File: src/rtl/watch_set_ctrl.sv
// Time-setting controller: snapshots the running time, lets the user edit hour/min/sec
// with wrap-around, and emits a one-cycle set_watch strobe with the edited word on confirm.
module watch_set_ctrl #(
  parameter int unsigned TIMEOUT_S = 30
) (
  input  logic        clk,
  input  logic        rst,
  input  logic        en_1hz,
  input  logic        btn_set,
  input  logic        btn_up,
  input  logic        btn_down,
  input  logic [4:0]  cur_hour,
  input  logic [5:0]  cur_min,
  input  logic [5:0]  cur_sec,
  output logic        set_watch,
  output logic [16:0] bin_watch,
  output logic        editing,
  output logic [1:0]  field,
  output logic        blink
);

  typedef enum logic [2:0] {
    IDLE,
    EDIT_HOUR,
    EDIT_MIN,
    EDIT_SEC,
    COMMIT
  } state_t;

  localparam logic [7:0] TMO_LAST = 8'(TIMEOUT_S - 1);

  state_t      state, state_nxt;
  logic [4:0]  edit_hour, hour_nxt;
  logic [5:0]  edit_min, min_nxt;
  logic [5:0]  edit_sec, sec_nxt;
  logic [7:0]  tmo_cnt, tmo_nxt;
  logic        blink_nxt;
  logic        in_edit, nxt_in_edit, any_btn, inc, dec, expire;

  assign in_edit     = (state == EDIT_HOUR) || (state == EDIT_MIN) || (state == EDIT_SEC);
  assign nxt_in_edit = (state_nxt == EDIT_HOUR) || (state_nxt == EDIT_MIN) ||
                       (state_nxt == EDIT_SEC);
  assign any_btn     = btn_set | btn_up | btn_down;
  assign inc         = btn_up & ~btn_down & ~btn_set;
  assign dec         = btn_down & ~btn_up & ~btn_set;
  // The tick that would reach the limit aborts only when no button shares its cycle.
  assign expire      = in_edit & en_1hz & ~any_btn & (tmo_cnt == TMO_LAST);

  always_ff @(posedge clk or negedge rst) begin
    if (!rst) begin
      state     <= IDLE;
      edit_hour <= '0;
      edit_min  <= '0;
      edit_sec  <= '0;
      tmo_cnt   <= '0;
      blink     <= 1'b0;
    end else begin
      state     <= state_nxt;
      edit_hour <= hour_nxt;
      edit_min  <= min_nxt;
      edit_sec  <= sec_nxt;
      tmo_cnt   <= tmo_nxt;
      blink     <= blink_nxt;
    end
  end

  always_comb begin
    state_nxt = state;
    hour_nxt  = edit_hour;
    min_nxt   = edit_min;
    sec_nxt   = edit_sec;
    unique case (state)
      IDLE: begin
        if (btn_set) begin
          state_nxt = EDIT_HOUR;
          hour_nxt  = (cur_hour > 5'd23) ? '0 : cur_hour;
          min_nxt   = (cur_min  > 6'd59) ? '0 : cur_min;
          sec_nxt   = (cur_sec  > 6'd59) ? '0 : cur_sec;
        end
      end
      EDIT_HOUR: begin
        if (btn_set)     state_nxt = EDIT_MIN;
        else if (expire) state_nxt = IDLE;
        if (inc)         hour_nxt = (edit_hour == 5'd23) ? '0 : edit_hour + 5'd1;
        else if (dec)    hour_nxt = (edit_hour == 5'd0) ? 5'd23 : edit_hour - 5'd1;
      end
      EDIT_MIN: begin
        if (btn_set)     state_nxt = EDIT_SEC;
        else if (expire) state_nxt = IDLE;
        if (inc)         min_nxt = (edit_min == 6'd59) ? '0 : edit_min + 6'd1;
        else if (dec)    min_nxt = (edit_min == 6'd0) ? 6'd59 : edit_min - 6'd1;
      end
      EDIT_SEC: begin
        if (btn_set)     state_nxt = COMMIT;
        else if (expire) state_nxt = IDLE;
        if (inc)         sec_nxt = (edit_sec == 6'd59) ? '0 : edit_sec + 6'd1;
        else if (dec)    sec_nxt = (edit_sec == 6'd0) ? 6'd59 : edit_sec - 6'd1;
      end
      COMMIT:  state_nxt = IDLE;
      default: state_nxt = IDLE;
    endcase

    tmo_nxt = tmo_cnt;
    if (!in_edit || any_btn || expire) tmo_nxt = '0;
    else if (en_1hz)                   tmo_nxt = tmo_cnt + 8'd1;

    blink_nxt = blink;
    if (!nxt_in_edit || btn_set)  blink_nxt = 1'b0;
    else if (en_1hz && in_edit)   blink_nxt = ~blink;
  end

  always_comb begin
    set_watch = (state == COMMIT);
    editing   = in_edit;
    bin_watch = {edit_hour, edit_min, edit_sec};
    unique case (state)
      EDIT_HOUR: field = 2'd1;
      EDIT_MIN:  field = 2'd2;
      EDIT_SEC:  field = 2'd3;
      default:   field = 2'd0;
    endcase
  end

endmodule
File: config.mk
export PLATFORM = sky130hd
export DESIGN_NAME = watch_set_ctrl
export DESIGN_NICKNAME = d
export VERILOG_FILES = /design/src/rtl/watch_set_ctrl.sv
export SDC_FILE = /design/constraint.sdc
export NUM_CORES = 1
export LEC_CHECK = 0
export ABC_AREA = 1
export BUFFER_PORTS_ARGS = -buffer_cell sky130_fd_sc_hd__buf_2
export CAP_MARGIN = 20
export CORE_UTILIZATION = 55
export DETAILED_ROUTE_END_ITERATION = 10
export GPL_TIMING_DRIVEN = 0
export PLACE_DENSITY_LB_ADDON = 0.12
export SLEW_MARGIN = 40
export SYNTH_ARGS = -nofsm -noshare
export SYNTH_HDL_FRONTEND = slang
export SYNTH_SLANG_ARGS = --single-unit
File: constraint.sdc
create_clock -name clk -period 1.7 [get_ports clk]
set_clock_uncertainty 0.2 [all_clocks]
set_input_delay 0.34 -clock clk [delete_from_list [all_inputs] [get_ports clk]]
set_output_delay 0.34 -clock clk [all_outputs]
set_load 0.01 [all_outputs]
==> impl_results.md, run 1 <==
- Initial drt markers: about 220
- Synth unique cells: 27
- Startpoint Class: flip-flop
- Mapped Area: 0.00237 mm^2
- Initial antenna violation count: 0
- CP most frequent cell: inv_2
- Slew Limit Headroom: a little over half
- Fin crit share: 100%
- Vias in the first global route: 2199
- DP HPWL: 4210 um
- Synth top area share: a little under a third
- Clock buffer depth: 2
- Final hold vios: 0
- Placed Instances: 450
- Max-Cap Viols: 0
- CTS H-tree lvls: 2
- Failing checks: negative setup slack
- Grt total ovfl: 0
- Rows: 23
- Nature of the critical path endpoint: output pin
- Nets: between 400 and 500
- Number of flops mapped to enable cells by yosys: 0
- Net Switching: ~2.4 mW
- Post-synth ARST share: 100%
- Diodes inserted: 0
- Syn_nets: 390
- RSZ-0062 raised after global routing: true
- Cell Pwr Density: ~1600 mW/mm^2
- Fillers: 309
- VDD IR max: 1030 uV
- Initial Util: 58.4%
- Area leader, netlist: dfrtp_1
- Yosys reg bits: 29
- Antenna-violating nets left: 0
- CTS clk-pin slew, worst paths: 0.06 ns
- Worst skew pair latency: between 0.2 and 0.3 ns
- Internal power: 2.53 mW
- Fin. max-slew vios: 0
- Largest cells by area after synthesis: dfrtp_1, nand2_1, nand3_1
- Post-synth top cells: nand2_1, nand3_1, inv_1
- Total CTS buffers: 5
- Largest stage delay, worst path: 0.37 ns
- Sequential share of power: 25.5%
- Outcome: finished with violations
- All-Layer GR Usage: around 28%
- Die area: 0.00457 mm^2
- Final std cells w/o fill: 472
- WP data required: 1.16 ns
- Worst slew pin tran: 0.698 ns
- Die width: just under 70 um
- GPL Wtd Cong: 0.938
- Share of layout cells above drive strength 1: 28.2%
- # setup viols final: 1
- Chip Height: 67.6 um
- Switching share of power: 48.2%
- Ports: 45
- Post-Synth XOR/XNOR Area: about 7.4%
- Drt drc: 0
- Placed cell area: 0.00265 mm^2
- Adder-Cell Fraction of Synth Area: approximately 5.3%
- Tmin final: 1.71 ns
- Total wire length: 6470 um
- Worst hold path class: in2reg
- Mean post-synth cell area: ~6.6 um^2
- Final TNS setup: -0.00684 ns
- Top-count cell post-synth: nand2_1
- Combinational power share: 60.1%
- Worst Setup Slack, final: -0.00684 ns
- Worst endpoint data arrival time: 1.17 ns
- Largest family of logic cells by synthesized area: simple AND/OR/NAND/NOR gates
- Post-synthesis simple-gate area fraction: 39.4%
- Finished layout cell area: between 0.002 and 0.003 mm^2
- Most used DFF post-synth: dfrtp_1
- Area of the core: 0.00406 mm^2
- Initial DRT Pass Iterations: 5
- Slowest stage cell, crit path: dfrtp_1
- Fmax: 586 MHz
- CTS tree: built
- Seq/Total Area, Yosys: between 30% and 40%
- Worst Hold Slack: 0.139 ns
- Tot Pwr: 4.88 mW
- First-pass GRT wire length: between 9000 and 10000 um
- Routed len/inst: 13.7 um
- Mapped Cells: 357
- Critical path class: reg2out
- CP cell instances: buf_6 > inv_2 > nand2_4 > inv_2 > buf_2
- Synth Warn #: 0
- Vias: ~2600
- Via density per instance: around 5.6
- CTS Sinks: 29
- Worst Path Max Fanout: 8
- P&R area growth vs syn: 25.7%
- I/O Buffers: 43
- Largest net degree at the start of global routing: 30
- Mux cell area share after synthesis: 0%
- Lkg Pwr: 1.52 nW
- Root Driver: clkbuf_8
- Clock share of power: 14.3%
- Compound-Gate Fraction of Synth Area: ~8.6%
## what timing repair did
action	4_1_cts	5_1_grt
setup buffers	9	6
gates resized for setup	10	32
pin swaps	2	4
setup endpoints to repair	18	26
hold buffers	1	0
hold endpoints to repair	29	0
## final cells by class
| type | instances | area [um^2] | share of cell area, % |
|---|---|---|---|
| Multi-Input combinational cell | 275 | 1530 | 51.3 |
| Sequential cell | 29 | 732 | 24.6 |
| Timing Repair Buffer | 59 | 338 | 11.3 |
| Inverter | 46 | 178 | 5.97 |
| Clock buffer | 5 | 68.8 | 2.31 |
| Tap cell | 50 | 62.6 | 2.10 |
| Buffer | 6 | 36.3 | 1.22 |
| Clock inverter | 2 | 35.0 | 1.18 |
## cell usage in the layout, fill, tap and decap left out
cell type,netlist,layout
inv_2,7,9
nor2_2,0,6
clkbuf_8,0,5
dlygate4sd3_1,0,1
o21ai_0,16,12
clkinv_2,0,1
a21oi_2,1,4
nand2_1,95,90
nor3b_2,0,1
inv_1,39,35
a21oi_1,15,12
nor3_2,1,1
a31oi_1,4,4
dfrtp_2,0,5
buf_4,0,15
nand2_4,1,4
xor2_1,19,19
o211ai_1,1,1
buf_6,0,1
xnor2_1,1,1
nor3_1,7,5
o22ai_1,1,1
buf_2,6,48
nor2_4,1,1
nor3_4,2,4
nand3_2,0,1
o21ai_1,0,4
or2_2,2,2
bufinv_16,0,1
nand2_2,4,6
nand4_1,8,8
inv_4,0,2
ha_1,10,8
nor2_1,37,31
and2_1,2,2
nand3_1,46,45
ha_2,0,2
dfrtp_1,29,24
## power groups by stage
stage               clock network, mW  logic [mW]  registers [mW]
floorplan                           0        1.75            1.26
global placement                    0        2.40            1.21
detailed placement                  0        2.45            1.22
CTS                             0.710        2.63            1.21
global route                    0.728        3.24            1.28
finish                          0.700        2.94            1.25
## layer usage
metal	global-route usage [%]	vias to the layer above	part of all wire, %
met1	34.9	1226	42
met4	10.1	0	2.3
li1	-	1280	-
met3	4.73	20	6.2
met2	47.9	115	49
met5	0	-	0
## through the flow
step | setup slack (ns) | util [%]
detailed placement | -0.150 | 65.2
CTS | -0.0110 | 70.2
global placement | -0.130 | 65.2
global route | -0.0617 | 73.4
floorplan | 0.135 | -
finish | -0.00684 | 73.4
## final timing paths
path                                               start                       end  slack [ns]  cells past startpoint
worst max-delay path                  state[2]$_DFF_PN0_                   editing      -0.007                      5
worst min-delay path                         cur_hour[2]  edit_hour[2]$_DFFE_PN0P_        0.14                      3
worst max register to register   edit_sec[0]$_DFFE_PN0P_   edit_sec[4]$_DFFE_PN0P_        0.04                      9
worst min register to register  edit_hour[4]$_DFFE_PN0P_  edit_hour[4]$_DFFE_PN0P_        0.34                      2
max in group asynchronous                            rst   edit_sec[1]$_DFFE_PN0P_        0.37                      2
min in group asynchronous                            rst    tmo_cnt[7]$_DFFE_PN0P_        0.44                      2
## worst max-delay path, delay by kind of cell, from the launching register on
kind | cells | cell delay, ns
buffers and inverters | 4 | 0.44
and+or+nand+nor | 1 | 0.06
DFF | 1 | 0.37
## flip-flops by register name (all words and copies together), names as in the netlist
name,count
tmo_cnt,8
edit_min,6
edit_sec,6
edit_hour,5
state,3
blink,1
## cell families after synthesis
logic type | count (synthesis)
flops | 29
fa+ha+maj | 10
compound gates | 38
buf+inv | 53
xor+xnor | 20
simple gates | 207
(Power assumes the default switching activity.)
==> run 2, diff against run 1 <==
BUFFER_PORTS_ARGS = not set   (was -buffer_cell sky130_fd_sc_hd__buf_2)
DONT_BUFFER_PORTS = 1   (was not set)
==> impl_results.md, run 2 (synthesis gave the netlist of run 1 again) <==
- Via density per instance: ~5.5
- WP data required: approximately 1.7 ns
- Largest net degree at the start of global routing: 30
- Tmin final: 1.67 ns
- Final hold vios: 0
- Root Driver: clkbuf_8
- Initial Util: between 50 and 60%
- Tot Pwr: 4.64 mW
- Largest Register: tmo_cnt
- CTS tree: built
- Worst slew pin tran: 0.543 ns
- Vias in the first global route: 2149
- Cell Pwr Density: between 1500 and 2000 mW/mm^2
- First-pass GRT wire length: around 9400 um
- Fillers: ~310
- Total CTS buffers: 5
- Drt drc: 0
- DP HPWL: 4010 um
- Worst Hold Slack: 0.0192 ns
- Worst skew pair latency: 0.29 ns
- Startpoint Class: flip-flop
- Slew Limit Headroom: between 60% and 70%
- CP cell instances: inv_1 > ha_1 > nand4_1 > nor2_1 > o21ai_0 > a21oi_2
- Worst hold path class: in2reg
- Final core occ: 70.3%
- Critical path class: reg2reg
- CTS clk-pin slew, worst paths: 0.07 ns
- Largest stage delay, worst path: 0.44 ns
- Initial drt markers: 168
- Top delay family on crit path: flip-flops
- Rows: 23
- Diodes inserted: 0
- Die area: 0.00457 mm^2
- P&R area growth vs syn: 20.4%
- Initial DRT Pass Iterations: 5
- Vias: 2370
- Max-Cap Viols: 0
- Finished layout cell area: approximately 0.0029 mm^2
- Grt total ovfl: 0
- I/O Buffers: 0
- # setup viols final: 0
- Nature of the critical path endpoint: flip-flop
- Chip Height: 67.6 um
- Total wire length: roughly 6000 um
- Ports: 45
- Worst endpoint data arrival time: 1.63 ns
- Fin crit share: roughly 98%
- Clock buffer depth: 2
- Initial antenna violation count: 0
- Number of flip-flops in the largest register: 8
- Worst Path Max Fanout: 6
- Placed cell area: ~0.0024 mm^2
- Nets: 412
- Fin. max-slew vios: 0
- Fmax: 600 MHz
- Commonest non-fill, non-tap cell in the layout: nand2_1
- Area of the core: 0.00406 mm^2
- GPL Wtd Cong: 0.936
- Lkg Pwr: 1.36 nW
- CTS H-tree lvls: 2
- Outcome: finished, final reports clean
- VDD IR max: roughly 950 uV
- Die width: 67.6 um
- All-Layer GR Usage: 27.3%
- Regs by FF count: tmo_cnt x8, edit_min x6, edit_sec x6
- CTS Sinks: 29
- RSZ-0062 raised after global routing: true
- Routed len/inst: about 14 um
- Worst path bufs/invs: 1
- Antenna-violating nets left: 0
- Slowest stage cell, crit path: dfrtp_2
- Commonest non-fill, non-tap cells in the layout: nand2_1, nand3_1, inv_1
- Share of layout cells above drive strength 1: ~22%
## run 2: cell types whose count changed in the layout (fill, tap and decap cells not counted), sizes merged
cell    delta
buf       -43
clkbuf     +2
bufinv     -1
clkinv     +1
inv        -1
## run 2: per-stage QoR
stage               setup slack [ns]  TNS [ns]  instances
floorplan                      0.135         0        357
global placement             -0.0810    -0.489        407
detailed placement           -0.0950    -0.617        407
CTS                          0.00296         0        419
global route                 -0.0558    -0.326        430
finish                        0.0326         0        430
## run 2: final cells by class
cell class | instances | area [um^2] | share of cell area (%)
clock inverter | 1 | 5.00 | 0.176
tap | 50 | 62.6 | 2.19
buffer | 7 | 46.3 | 1.62
clock buffer | 7 | 96.3 | 3.38
timing repair buffer | 15 | 140 | 4.91
sequential | 29 | 738 | 25.9
multi-input combinational | 275 | 1570 | 55.2
inverter | 46 | 190 | 6.67
## run 2: report_power, final
part	leakage (nW)	switching, mW	total, mW	internal (mW)
Combinational	0.949	1.55	2.58	1.03
Clock	0.0542	0.287	0.652	0.366
Sequential	0.356	0.464	1.41	0.941
Total	1.36	2.30	4.64	2.34
## run 2: path summary, 6_finish.rpt
check	from	to	slack (ns)	cells after the start
max in group asynchronous	rst	edit_sec[0]$_DFFE_PN0P_	0.80	2
min in group asynchronous	rst	tmo_cnt[2]$_DFFE_PN0P_	0.30	2
worst max-delay path	edit_sec[0]$_DFFE_PN0P_	edit_sec[0]$_DFFE_PN0P_	0.03	6
worst min register to register	tmo_cnt[6]$_DFFE_PN0P_	tmo_cnt[6]$_DFFE_PN0P_	0.35	2
worst min-delay path	cur_hour[2]	edit_hour[2]$_DFFE_PN0P_	0.02	2
worst max register to register	edit_sec[0]$_DFFE_PN0P_	edit_sec[0]$_DFFE_PN0P_	0.03	6
## run 2: timing repair
action,in CTS,in global routing
resized for setup,13,53
pin swaps,2,11
setup endpoints to repair,19,30
hold buffers,2,0
hold endpoints to repair,29,0
setup buffers,2,11
## run 2: per-layer routing
layer	track usage [%]	routed length (um)	share of wire (%)
met5	0	0	0
met2	43.4	2830	48
met3	7.09	381	6.4
met4	11.2	108	1.8
met1	34.7	2600	44
==> run 3, diff against run 2 <==
clock period = 1.4 ns   (was 1.7 ns; I/O delays follow)
==> impl_results.md, run 3 (synthesis gave the netlist of run 1 again) <==
- CP cell instances: inv_4 > ha_4 > nand4_1 > nor2_1 > o21ai_0 > a21oi_2
- Initial Util: 58.4%
- Worst endpoint data arrival time: 1.72 ns
- Commonest non-fill, non-tap cells in the layout: nand2_1, nand3_1, inv_1
- DP Worst Slack: -0.317 ns
- CTS Sinks: 29
- Routed len/inst: 17.8 um
- Worst slew pin tran: around 0.45 ns
- Reg2reg start: edit_sec[1]$_DFFE_PN0P_
- Placed cell area: 0.00254 mm^2
- Fin. max-slew vios: 0
- Hold_sp: btn_set
- Via density per instance: 5.96
- Initial DRT Pass Iterations: 5
- CTS clk-pin slew, worst paths: 0.07 ns
- Diodes inserted: 0
- DP HPWL: 4110 um
- Lkg Pwr: 1.53 nW
- Drt drc: 0
- Final hold vios: 0
- CTS tree: built
- Tot Pwr: 6.75 mW
- Commonest non-fill, non-tap cell in the layout: nand2_1
- Slew Limit Headroom: 69.7%
- Die area: 0.00457 mm^2
- Vias: 2686
- Critical path depth: 6
- Fin crit share: 125%
- Antenna-violating nets left: 0
- P&R area growth vs syn: 43.3%
- Slowest stage cell, crit path: dfrtp_2
- Failing checks: negative setup slack
- Worst Path Max Fanout: 5
- Initial drt markers: 207
- Worst Setup Slack, final: -0.353 ns
- Share of layout cells above drive strength 1: 38.4%
- Worst Reg-to-Reg Cells: 6
- All-Layer GR Usage: 31.1%
- First-pass GRT wire length: 10400 um
- RSZ-0062 raised after global routing: true
- Root Driver: clkbuf_8
- VDD IR max: 1510 uV
- Finished layout cell area: approximately 0.0034 mm^2
- Top delay family on crit path: flip-flops
- Worst hold path class: in2reg
- # setup viols final: 33
- Tmin final: 1.75 ns
- GPL Wtd Cong: roughly 0.86
- Regs by FF count: tmo_cnt x8, edit_min x6, edit_sec x6
- Area of the core: 0.00406 mm^2
- Startpoint Class: flip-flop
- Hold Crit Depth: 2
- Outcome: finished with violations
- Rows: 23
- Final core occ: 83.7%
- Critical path class: reg2reg
- Grt total ovfl: 0
- Initial antenna violation count: 0
- Reg2Reg Setup Slack: -0.35 ns
- Nets: 433
- Die width: approximately 68 um
- WP data required: 1.37 ns
- Largest net degree at the start of global routing: 30
- End of the worst hold path: state[2]$_DFF_PN0_
- Cell Pwr Density: 1990 mW/mm^2
- CTS H-tree lvls: 2
- Worst R2R End: edit_sec[0]$_DFFE_PN0P_
- Vias in the first global route: roughly 2300
- Number of flip-flops in the largest register: 8
- Ports: 45
- Nature of the critical path endpoint: flip-flop
- Chip Height: 67.6 um
- Total CTS buffers: 5
- Worst path bufs/invs: 1
- Largest Register: tmo_cnt
- Total wire length: 8020 um
- Clock buffer depth: 2
- I/O Buffers: 0
- Fmax: around 570 MHz
- Largest stage delay, worst path: between 0.4 and 0.5 ns
- Max-Cap Viols: 0
- Worst Hold Slack: 0.00971 ns
- Worst skew pair latency: 0.29 ns
run 3: cell count changes in the layout (fill, tap and decap cells not counted), moves of 7 or more:
cell,delta
inv_1,-8
nand2_1,-14
buf_6,+11
nand2_2,+12
inv_4,+8
nand3_1,-11
nor2_2,+7
nor2_1,-13
nand3_2,+9
run 3: stage by stage:
step,cells,setup TNS [ns]
after global placement,407,-5.44
after global routing,451,-9.27
final,451,-7.25
after CTS,441,-3.84
after floorplan,357,-1.03
after detailed placement,407,-6.06
run 3: per-layer routing:
| metal | vias to the layer above | routed length, um | GRT usage [%] |
|---|---|---|---|
| met2 | 132 | 3970 | 53.3 |
| li1 | 1249 | - | - |
| met5 | - | 0 | 0 |
| met3 | 28 | 648 | 6.25 |
| met1 | 1277 | 3210 | 37.2 |
| met4 | 0 | 191 | 13.8 |
run 3: area by class of cell:
| type | instances | area (um^2) |
|---|---|---|
| clock buffer | 8 | 80.1 |
| sequential | 29 | 733 |
| fill | 235 | 663 |
| timing repair buffer | 35 | 332 |
| inverter | 46 | 210 |
| multi-input combinational | 276 | 1910 |
| buffer | 7 | 62.6 |
| tap | 50 | 62.6 |
run 3: report_power, final:
part | total, mW | internal (mW) | switching [mW]
combinational | 4.26 | 1.80 | 2.46
clock | 0.705 | 0.353 | 0.352
sequential | 1.78 | 1.14 | 0.643
total | 6.75 | 3.29 | 3.45
run 3: worst max-delay path by stage:
stage                                        from                       to  slack [ns]
after floorplan                state[1]$_DFF_PN0_  edit_sec[5]$_DFFE_PN0P_       -0.09
after global placement         state[1]$_DFF_PN0_  edit_sec[3]$_DFFE_PN0P_       -0.32
after detailed placement       state[1]$_DFF_PN0_  edit_sec[3]$_DFFE_PN0P_       -0.32
after CTS                 edit_min[1]$_DFFE_PN0P_  edit_min[3]$_DFFE_PN0P_       -0.20
after global routing      edit_sec[0]$_DFFE_PN0P_  edit_sec[5]$_DFFE_PN0P_       -0.40
final                     edit_sec[1]$_DFFE_PN0P_  edit_sec[0]$_DFFE_PN0P_       -0.35
run 3: worst reg2reg max path, delay by kind of cell, from the launching register on:
kind	cells	cell delay [ns]
simple gates	2	0.22
compound gates	2	0.47
fa+ha+maj	1	0.16
buf+inv	1	0.08
flops	1	0.49
run 3: timing repair:
item,CTS,global route
hold endpoints to repair,32,0
hold buffers,5,0
gates cloned,1,0
endpoints found under the setup margin,32,32
resized for setup,78,53
pin swaps,24,19
buffers inserted,20,11
